### config.mk
export PLATFORM = sky130hd
export DESIGN_NAME = serial_subtractor_flat
export DESIGN_NICKNAME = d
export VERILOG_FILES = /design/src/rtl/serial_subtractor_if.sv /design/src/rtl/serial_subtractor.sv /design/src/flat_wrapper.sv
export SDC_FILE = /design/constraint.sdc
export NUM_CORES = 1
export LEC_CHECK = 0
export CORE_ASPECT_RATIO = 0.8
export CORE_MARGIN = 1
export CORE_UTILIZATION = 47
export CTS_BUF_LIST = sky130_fd_sc_hd__clkbuf_8
export CTS_CLUSTER_SIZE = 12
export DETAILED_ROUTE_END_ITERATION = 8
export PLACE_DENSITY = 0.76
export SETUP_SLACK_MARGIN = 0.3
export SYNTH_ARGS = -nofsm -noshare
export SYNTH_HDL_FRONTEND = slang
export SYNTH_SLANG_ARGS = --single-unit
### constraint.sdc
create_clock -name in_clk -period 1.13 [get_ports in_clk]
set_input_delay 0.2825 -clock in_clk [delete_from_list [all_inputs] [get_ports in_clk]]
set_output_delay 0.2825 -clock in_clk [all_outputs]
set_load 0.01 [all_outputs]
### src/rtl/serial_subtractor_if.sv
// rtl/serial_subtractor_if.sv - start/busy/done handshake and operand/result bundle for serial_subtractor
interface serial_subtractor_if #(
  parameter int WIDTH = 4
);
  logic             in_start;
  logic [WIDTH-1:0] in_a;
  logic [WIDTH-1:0] in_b;
  logic             in_bi;
  logic             out_busy;
  logic             out_done;
  logic [WIDTH-1:0] out_d;
  logic             out_bo;

  modport master (
    output in_start, in_a, in_b, in_bi,
    input  out_busy, out_done, out_d, out_bo
  );

  modport slave (
    input  in_start, in_a, in_b, in_bi,
    output out_busy, out_done, out_d, out_bo
  );
endinterface

### src/rtl/serial_subtractor.sv
// rtl/serial_subtractor.sv - bit-serial A - B - Bin, LSB first, one full-subtractor cell and a borrow flop
module serial_subtractor #(
  parameter int WIDTH = 4
) (
  input logic              in_clk,
  input logic              in_rst_n,
  serial_subtractor_if.slave bus
);
  localparam int CNT_W = (WIDTH > 1) ? $clog2(WIDTH) : 1;

  typedef enum logic [1:0] {
    IDLE  = 2'd0,
    SHIFT = 2'd1,
    DONE  = 2'd2
  } state_t;

  state_t           state_q, state_d;
  logic [WIDTH-1:0] a_q, a_d;
  logic [WIDTH-1:0] b_q, b_d;
  logic [WIDTH-1:0] r_q, r_d;
  logic             br_q, br_d;
  logic [CNT_W-1:0] cnt_q, cnt_d;
  logic [WIDTH-1:0] d_q, d_d;
  logic             bo_q, bo_d;

  logic             a0, b0, d_bit, br_next, cnt_last;
  logic [WIDTH-1:0] r_shift;

  assign a0       = a_q[0];
  assign b0       = b_q[0];
  assign d_bit    = a0 ^ b0 ^ br_q;
  assign br_next  = (~a0 & b0) | (~(a0 ^ b0) & br_q);
  assign cnt_last = (cnt_q == CNT_W'(WIDTH - 1));

  always_comb begin
    state_d = state_q;
    a_d     = a_q;
    b_d     = b_q;
    r_d     = r_q;
    br_d    = br_q;
    cnt_d   = cnt_q;
    d_d     = d_q;
    bo_d    = bo_q;
    // Result register fills from the MSB so after WIDTH shifts bit 0 lands at index 0.
    r_shift            = r_q >> 1;
    r_shift[WIDTH-1]   = d_bit;

    case (state_q)
      IDLE: begin
        if (bus.in_start) begin
          state_d = SHIFT;
          a_d     = bus.in_a;
          b_d     = bus.in_b;
          br_d    = bus.in_bi;
          cnt_d   = '0;
        end
      end
      SHIFT: begin
        a_d   = a_q >> 1;
        b_d   = b_q >> 1;
        r_d   = r_shift;
        br_d  = br_next;
        cnt_d = cnt_q + CNT_W'(1);
        if (cnt_last) begin
          state_d = DONE;
          d_d     = r_shift;
          bo_d    = br_next;
        end
      end
      DONE: begin
        state_d = IDLE;
      end
      default: begin
        state_d = IDLE;
      end
    endcase
  end

  always_ff @(posedge in_clk or negedge in_rst_n) begin
    if (!in_rst_n) begin
      state_q <= IDLE;
      a_q     <= '0;
      b_q     <= '0;
      r_q     <= '0;
      br_q    <= 1'b0;
      cnt_q   <= '0;
      d_q     <= '0;
      bo_q    <= 1'b0;
    end else begin
      state_q <= state_d;
      a_q     <= a_d;
      b_q     <= b_d;
      r_q     <= r_d;
      br_q    <= br_d;
      cnt_q   <= cnt_d;
      d_q     <= d_d;
      bo_q    <= bo_d;
    end
  end

  assign bus.out_busy = (state_q == SHIFT);
  assign bus.out_done = (state_q == DONE);
  assign bus.out_d    = d_q;
  assign bus.out_bo   = bo_q;
endmodule
### src/flat_wrapper.sv
// flat-port wrapper written by rule: the top's interface ports become plain ports
module serial_subtractor_flat 
#(
  parameter int WIDTH = 4
)
  (in_clk, in_rst_n, bus_in_start, bus_in_a, bus_in_b, bus_in_bi, bus_out_busy, bus_out_done, bus_out_d, bus_out_bo);
  serial_subtractor_if #(.WIDTH(WIDTH)) bus_i ();
  input logic in_clk;
  input logic in_rst_n;
  input wire logic [$bits(bus_i.in_start)-1:0] bus_in_start;
  input wire logic [$bits(bus_i.in_a)-1:0] bus_in_a;
  input wire logic [$bits(bus_i.in_b)-1:0] bus_in_b;
  input wire logic [$bits(bus_i.in_bi)-1:0] bus_in_bi;
  output wire logic [$bits(bus_i.out_busy)-1:0] bus_out_busy;
  output wire logic [$bits(bus_i.out_done)-1:0] bus_out_done;
  output wire logic [$bits(bus_i.out_d)-1:0] bus_out_d;
  output wire logic [$bits(bus_i.out_bo)-1:0] bus_out_bo;
  assign bus_i.in_start = bus_in_start;
  assign bus_i.in_a = bus_in_a;
  assign bus_i.in_b = bus_in_b;
  assign bus_i.in_bi = bus_in_bi;
  assign bus_out_busy = bus_i.out_busy;
  assign bus_out_done = bus_i.out_done;
  assign bus_out_d = bus_i.out_d;
  assign bus_out_bo = bus_i.out_bo;
  serial_subtractor #(.WIDTH(WIDTH)) u_core (.in_clk(in_clk), .in_rst_n(in_rst_n), .bus(bus_i));
endmodule
**After elaboration in Yosys (flattened, before gate mapping)**

Index checks and enable logic that the tools add are counted.

- Register bits: 22
- Input bits: 12
- Output and inout bits: 7
- Logic and storage cells: 37

- $add $sub $neg: 1
- Equal/unequal tests: 5
- Mux-type cells: 11
- Bitwise gates (word level): 7
- Reduce and logical (&&, ||, !) cells: 5

Operators with widths:

| cell | number |
|---|---|
| 4-bit one-hot mux with 2 select lines | 2 |
| 4-bit two-way mux | 2 |
| 2-bit one-hot mux with 2 select lines | 2 |
| 2-bit two-way mux | 3 |
| 2-bit AND reduction | 3 |
| 2-bit equality test (second input constant) | 2 |
| 2-bit by 1-bit adder with 2-bit output (second input constant) | 1 |
| 1-bit AND | 2 |
| 2-bit by 1-bit equality test with 1-bit output (second input constant) | 1 |
| 2-bit logical NOT | 1 |
| 2-bit by 1-bit inequality test with 1-bit output (second input constant) | 1 |
| 2-bit inequality test (second input constant) | 1 |
| 1-bit NOT | 2 |
| 1-bit one-hot mux with 2 select lines | 1 |
| 2-bit nonzero test | 1 |
| 1-bit bitwise XOR | 2 |
| 1-bit two-way mux | 1 |
| 1-bit bitwise OR | 1 |

**Depth between registers and ports, before layout**

- Word-level depth: 5
- Mapped depth: 5
- Gate-level depth less buffers: 3

**Worst setup path before layout**

No wires, ideal clock.

- Kind: reg2reg
- From: reg u_core.cnt_q[0]
- To: reg u_core.d_q[0], in the netlist u_core.bus.out_d[0]
- Library setup time: 0.125 ns
- Data arrival time: 1.126 ns
- Required time: 1.005 ns
- Slack: -0.120 ns
- Stages on the path, launching flop included: 4
- Path buffers: 0
- Period minus slack after synthesis: 1.250 ns
- Path through: dfrtp_1 -> ha_1 -> nand3b_1 -> mux2_2

- Longest elaborated chain between the ends: 2

Ends and longest elaborated chain:

| item | line | RTL |
|---|---|---|
| start: declaration | serial_subtractor.sv:22 | `logic [CNT_W-1:0] cnt_q, cnt_d;` |
| start signal: assignment | serial_subtractor.sv:95 | `cnt_q <= cnt_d;` |
| 2-bit equality test | serial_subtractor.sv:33 | `assign cnt_last = (cnt_q == CNT_W'(WIDTH - 1));` |
| 2-bit AND reduction (no source line) | -- |  |
| end signal: assignment | serial_subtractor.sv:87 | `d_q <= '0;` |
| end signal: assignment | serial_subtractor.sv:96 | `d_q <= d_d;` |
| end: declaration | serial_subtractor.sv:23 | `logic [WIDTH-1:0] d_q, d_d;` |

No other way between the ends.
A chain may end at the register's enable or synchronous reset.

**Worst setup path in the final report**

- From: reg u_core.state_q[1]
- To: reg u_core.a_q[2]

- Longest elaborated chain between the ends: 3
- Elaborated cells on any way between the ends: 6
- Those cells by class: eq/ne (2); mux (1); reduce/logical (3)

Ends and longest elaborated chain:

| item | line | RTL |
|---|---|---|
| start: declaration | serial_subtractor.sv:17 | `state_t state_q, state_d;` |
| start signal: assignment | serial_subtractor.sv:90 | `state_q <= state_d;` |
| 2-bit by 1-bit equality test with 1-bit output / 2-bit logical NOT (equally long branches) | serial_subtractor.sv:48 | `case (state_q)` |
| 2-bit nonzero test (no source line) / 2-bit inequality test (equally long branches) | -- |  |
| 2-bit AND reduction (no source line) | -- |  |
| end signal: assignment | serial_subtractor.sv:82 | `a_q <= '0;` |
| end signal: assignment | serial_subtractor.sv:91 | `a_q <= a_d;` |
| end: declaration | serial_subtractor.sv:18 | `logic [WIDTH-1:0] a_q, a_d;` |

Parallel ways exist; a longest one is shown, timed or not.

==> impl_results.md <==
* Max-slew violations at 0
* Tcrit/Tclk final at 123%
* Core Region at around 1900 µm²
* Startpoint Class: register
* Max-cap viol count at 0
* # diodes at 0
* Post-route ant nets at 0
* Layout cell share with drive strength beyond 1 at 62.0%
* Hold/Removal Path Class: input port to asynchronous set/reset pin
* Worst slew margin at between 80% and 90%
* First-pass DRT Iterations at 4
* Crit path DAT at between 1.5 and 2 ns
* Cts hold-fix bufs at 0
* Post-Route WL at 2440 µm
* P_sw at 1.61 mW
* First-pass GRT wire length at about 4000 µm
* Clock buffer count from CTS at 3
* Worst R2R Setup Slack at -0.26 ns
* Worst R2R End: u_core.a_q[2]
* Overall routing resource usage at 25.8%
* CP Cell Sequence: buf_6 -> buf_8 -> or4b_1 -> o221a_2
* Last element of the critical path: u_core.a_q[2]
* Clock Latency Late Sink at 0.26 ns
* Pint at 3.17 mW
* RSZ-0062 raised after global routing: true
* Post-synthesis instance area at 977 µm²
* Die W at between 50 and 60 µm
* Post-Layout Cell Count at 145
* Number of global-route vias before repair at ~790
* Post-layout util at between 80 and 90%
* Final Cell Area at 1640 µm²
* DR vias at 783
* IO buf count at 18
* Pwr Density at slightly below 3000 nW/µm²
* Synth Register Bits at 21
* Clock power share at 9.9%
* CP Data Required Time at 1.28 ns
* Crit. End Element: register
* Sequential share of the synthesized area at 53.8%
* Post-layout min period at between 1 and 1.5 ns
* Chip height at 42.8 µm
* Post-Place Cells at 125
* DIE AREA at 2270 µm²
* # H-tree levels at 1
* Fmax at about 700 MHz
* Flop pwr share at 28.5%
* Largest net degree at the start of global routing at 22
* Max VDD drop at 2.14 mV
* Setup TNS Final at -4.25 ns
* Hold WS at between 0.3 and 0.4 ns
* DRC at 0
* Buf/Inv on CP at 2
* Vias per inst at 5.40
* Slowest-stage cell, CP: or4b_1
* Final setup fails at 23
* Routability cong. at 0.778
* Ports at 19
* DR iter-0 viols at 16
* Largest delay share family, worst path: simple AND/OR/NAND/NOR gates
* Setup slack after layout at -0.259 ns
* Clock Sinks at 21
* Gate power share at about 62%
* Area grow syn2layout at 67.5%
* Clock buffer depth at 2
* Antenna violations before repair at 0
* Worst-Margin Slew at 0.295 ns
* Clk_skew at 0.00272 ns
* Failing checks: negative setup slack
* Final net count at roughly 140
* DR WL/cell at 16.8 µm
* Total power at 4.78 mW
* Commonest cells after routing, fill and taps aside: 20 x dfrtp_1, 16 x buf_4, 14 x buf_6
* Reg2Reg Depth at 4
* Core Rows at 14
* Switching part of the total at between 30% and 40%
* Reg-to-reg startpoint: u_core.state_q[1]
* Root Buffer: clkbuf_8
* Post-synthesis net count at between 80 and 90
* Cell leakage power at 0.766 nW
* Starting Density at 50.7%
* Worst slack at placement at -0.394 ns
* Clock tree from TritonCTS: yes
* Post-Synthesis Cells at 73
* GR Overflow Total at 0
* Fillers at between 80 and 90
* Commonest non-fill, non-tap cell in the layout: dfrtp_1
* Syn_area_per_cell at 13.4 µm²
* YS warnings at 0
* Detailed placement HPWL at between 1000 and 1500 µm
* Final Hold Viols at 0
* Crit path largest cell delay at 0.50 ns
* CP startpoint: u_core.state_q[1]
* Crit Path Class: register to register
* Number of library cell types mapped by synthesis at 27
* CTS clk-pin slew, worst paths at approximately 0.07 ns
* Status: finished, violations left
* Critical path depth at 4
* Post-Place Cell Area at ~1400 µm²
* Crit path max fanout at 5
==> timing repair <==
| item | in CTS | in global routing |
|---|---|---|
| resized for setup | 52 | 8 |
| pin swaps | 6 | 9 |
| buffers inserted | 13 | 3 |
| setup endpoints to repair | 28 | 28 |
==> Yosys cell counts <==
cell type | count | area, µm²
a211o_1 | 1 | 8.76
a211oi_1 | 3 | 22.5
a21o_1 | 1 | 7.51
a21oi_1 | 1 | 5.00
a221oi_2 | 1 | 15.0
a22o_1 | 1 | 8.76
buf_2 | 2 | 10.0
buf_4 | 2 | 15.0
buf_6 | 1 | 11.3
dfrtp_1 | 21 | 526
fa_1 | 1 | 20.0
ha_1 | 1 | 12.5
inv_1 | 6 | 22.5
inv_2 | 1 | 3.75
mux2_2 | 6 | 67.6
mux2_4 | 1 | 15.0
mux2i_1 | 2 | 20.0
nand2b_1 | 1 | 6.26
nand3b_1 | 1 | 7.51
nor2b_1 | 1 | 6.26
nor3b_1 | 4 | 30.0
nor4b_1 | 4 | 35.0
nor4bb_1 | 2 | 20.0
o21ba_2 | 1 | 10.0
o21bai_1 | 1 | 7.51
o221a_2 | 3 | 33.8
or4b_1 | 3 | 30.0
==> flip-flops by register name (all words and copies together), names as in the netlist <==
register / flops
u_core.bus.out_bo: 1
u_core.state_q: 2
u_core.bus.out_d: 4
u_core.r_q: 3
u_core.a_q: 4
u_core.b_q: 4
u_core.cnt_q: 2
u_core.br_q: 1
==> power by group through the flow <==
stage / combinational [mW] / sequential (mW) / clock [mW]
after floorplan: 1.48 / 1.36 / 0
after global placement: 2.12 / 1.37 / 0
after detailed placement: 2.18 / 1.39 / 0
after CTS: 2.71 / 1.34 / 0.480
after global routing: 3.13 / 1.38 / 0.538
final: 2.95 / 1.36 / 0.472
==> per-layer routing <==
metal / up-vias / track usage (%) / wire length, µm
met1: 398 / 36.8 / 1190
met4: 0 / 6.32 / 21
met2: 16 / 37.7 / 1130
li1: 367 / - / -
met3: 2 / 8.60 / 93
met5: - / 0 / 0
==> cell type report <==
type	count	area [µm²]	share of cell area, %
Sequential cell	21	527	32.2
Clock inverter	1	3.75	0.229
Tap cell	24	30.0	1.83
Clock buffer	3	41.3	2.52
Multi-Input combinational cell	40	541	33.0
Inverter	7	31.3	1.91
Timing Repair Buffer	49	463	28.3
==> how the worst min path moves through the flow <==
| stage | slack [ns] | cells past startpoint | start | to |
|---|---|---|---|---|
| 2_1_floorplan | -0.01 | 0 | in_rst_n | u_core.a_q[0] |
| 3_3_place_gp | 0.47 | 1 | u_core.b_q[3] | u_core.b_q[3] |
| 3_5_place_dp | 0.48 | 1 | u_core.b_q[3] | u_core.b_q[3] |
| 4_1_cts | 0.37 | 2 | in_rst_n | u_core.b_q[1] |
| 5_1_grt | 0.36 | 2 | in_rst_n | u_core.b_q[0] |
| 6_report | 0.36 | 2 | in_rst_n | u_core.b_q[1] |
==> cell families after synthesis <==
group | after synthesis | share of synthesized area (%)
compound gates | 13 | 12.2
fa+ha+maj | 2 | 3.33
buf+inv | 12 | 6.40
flops | 21 | 53.8
mux | 9 | 10.5
simple gates | 16 | 13.8
No activity file was read; power rests on OpenSTA's default activity.
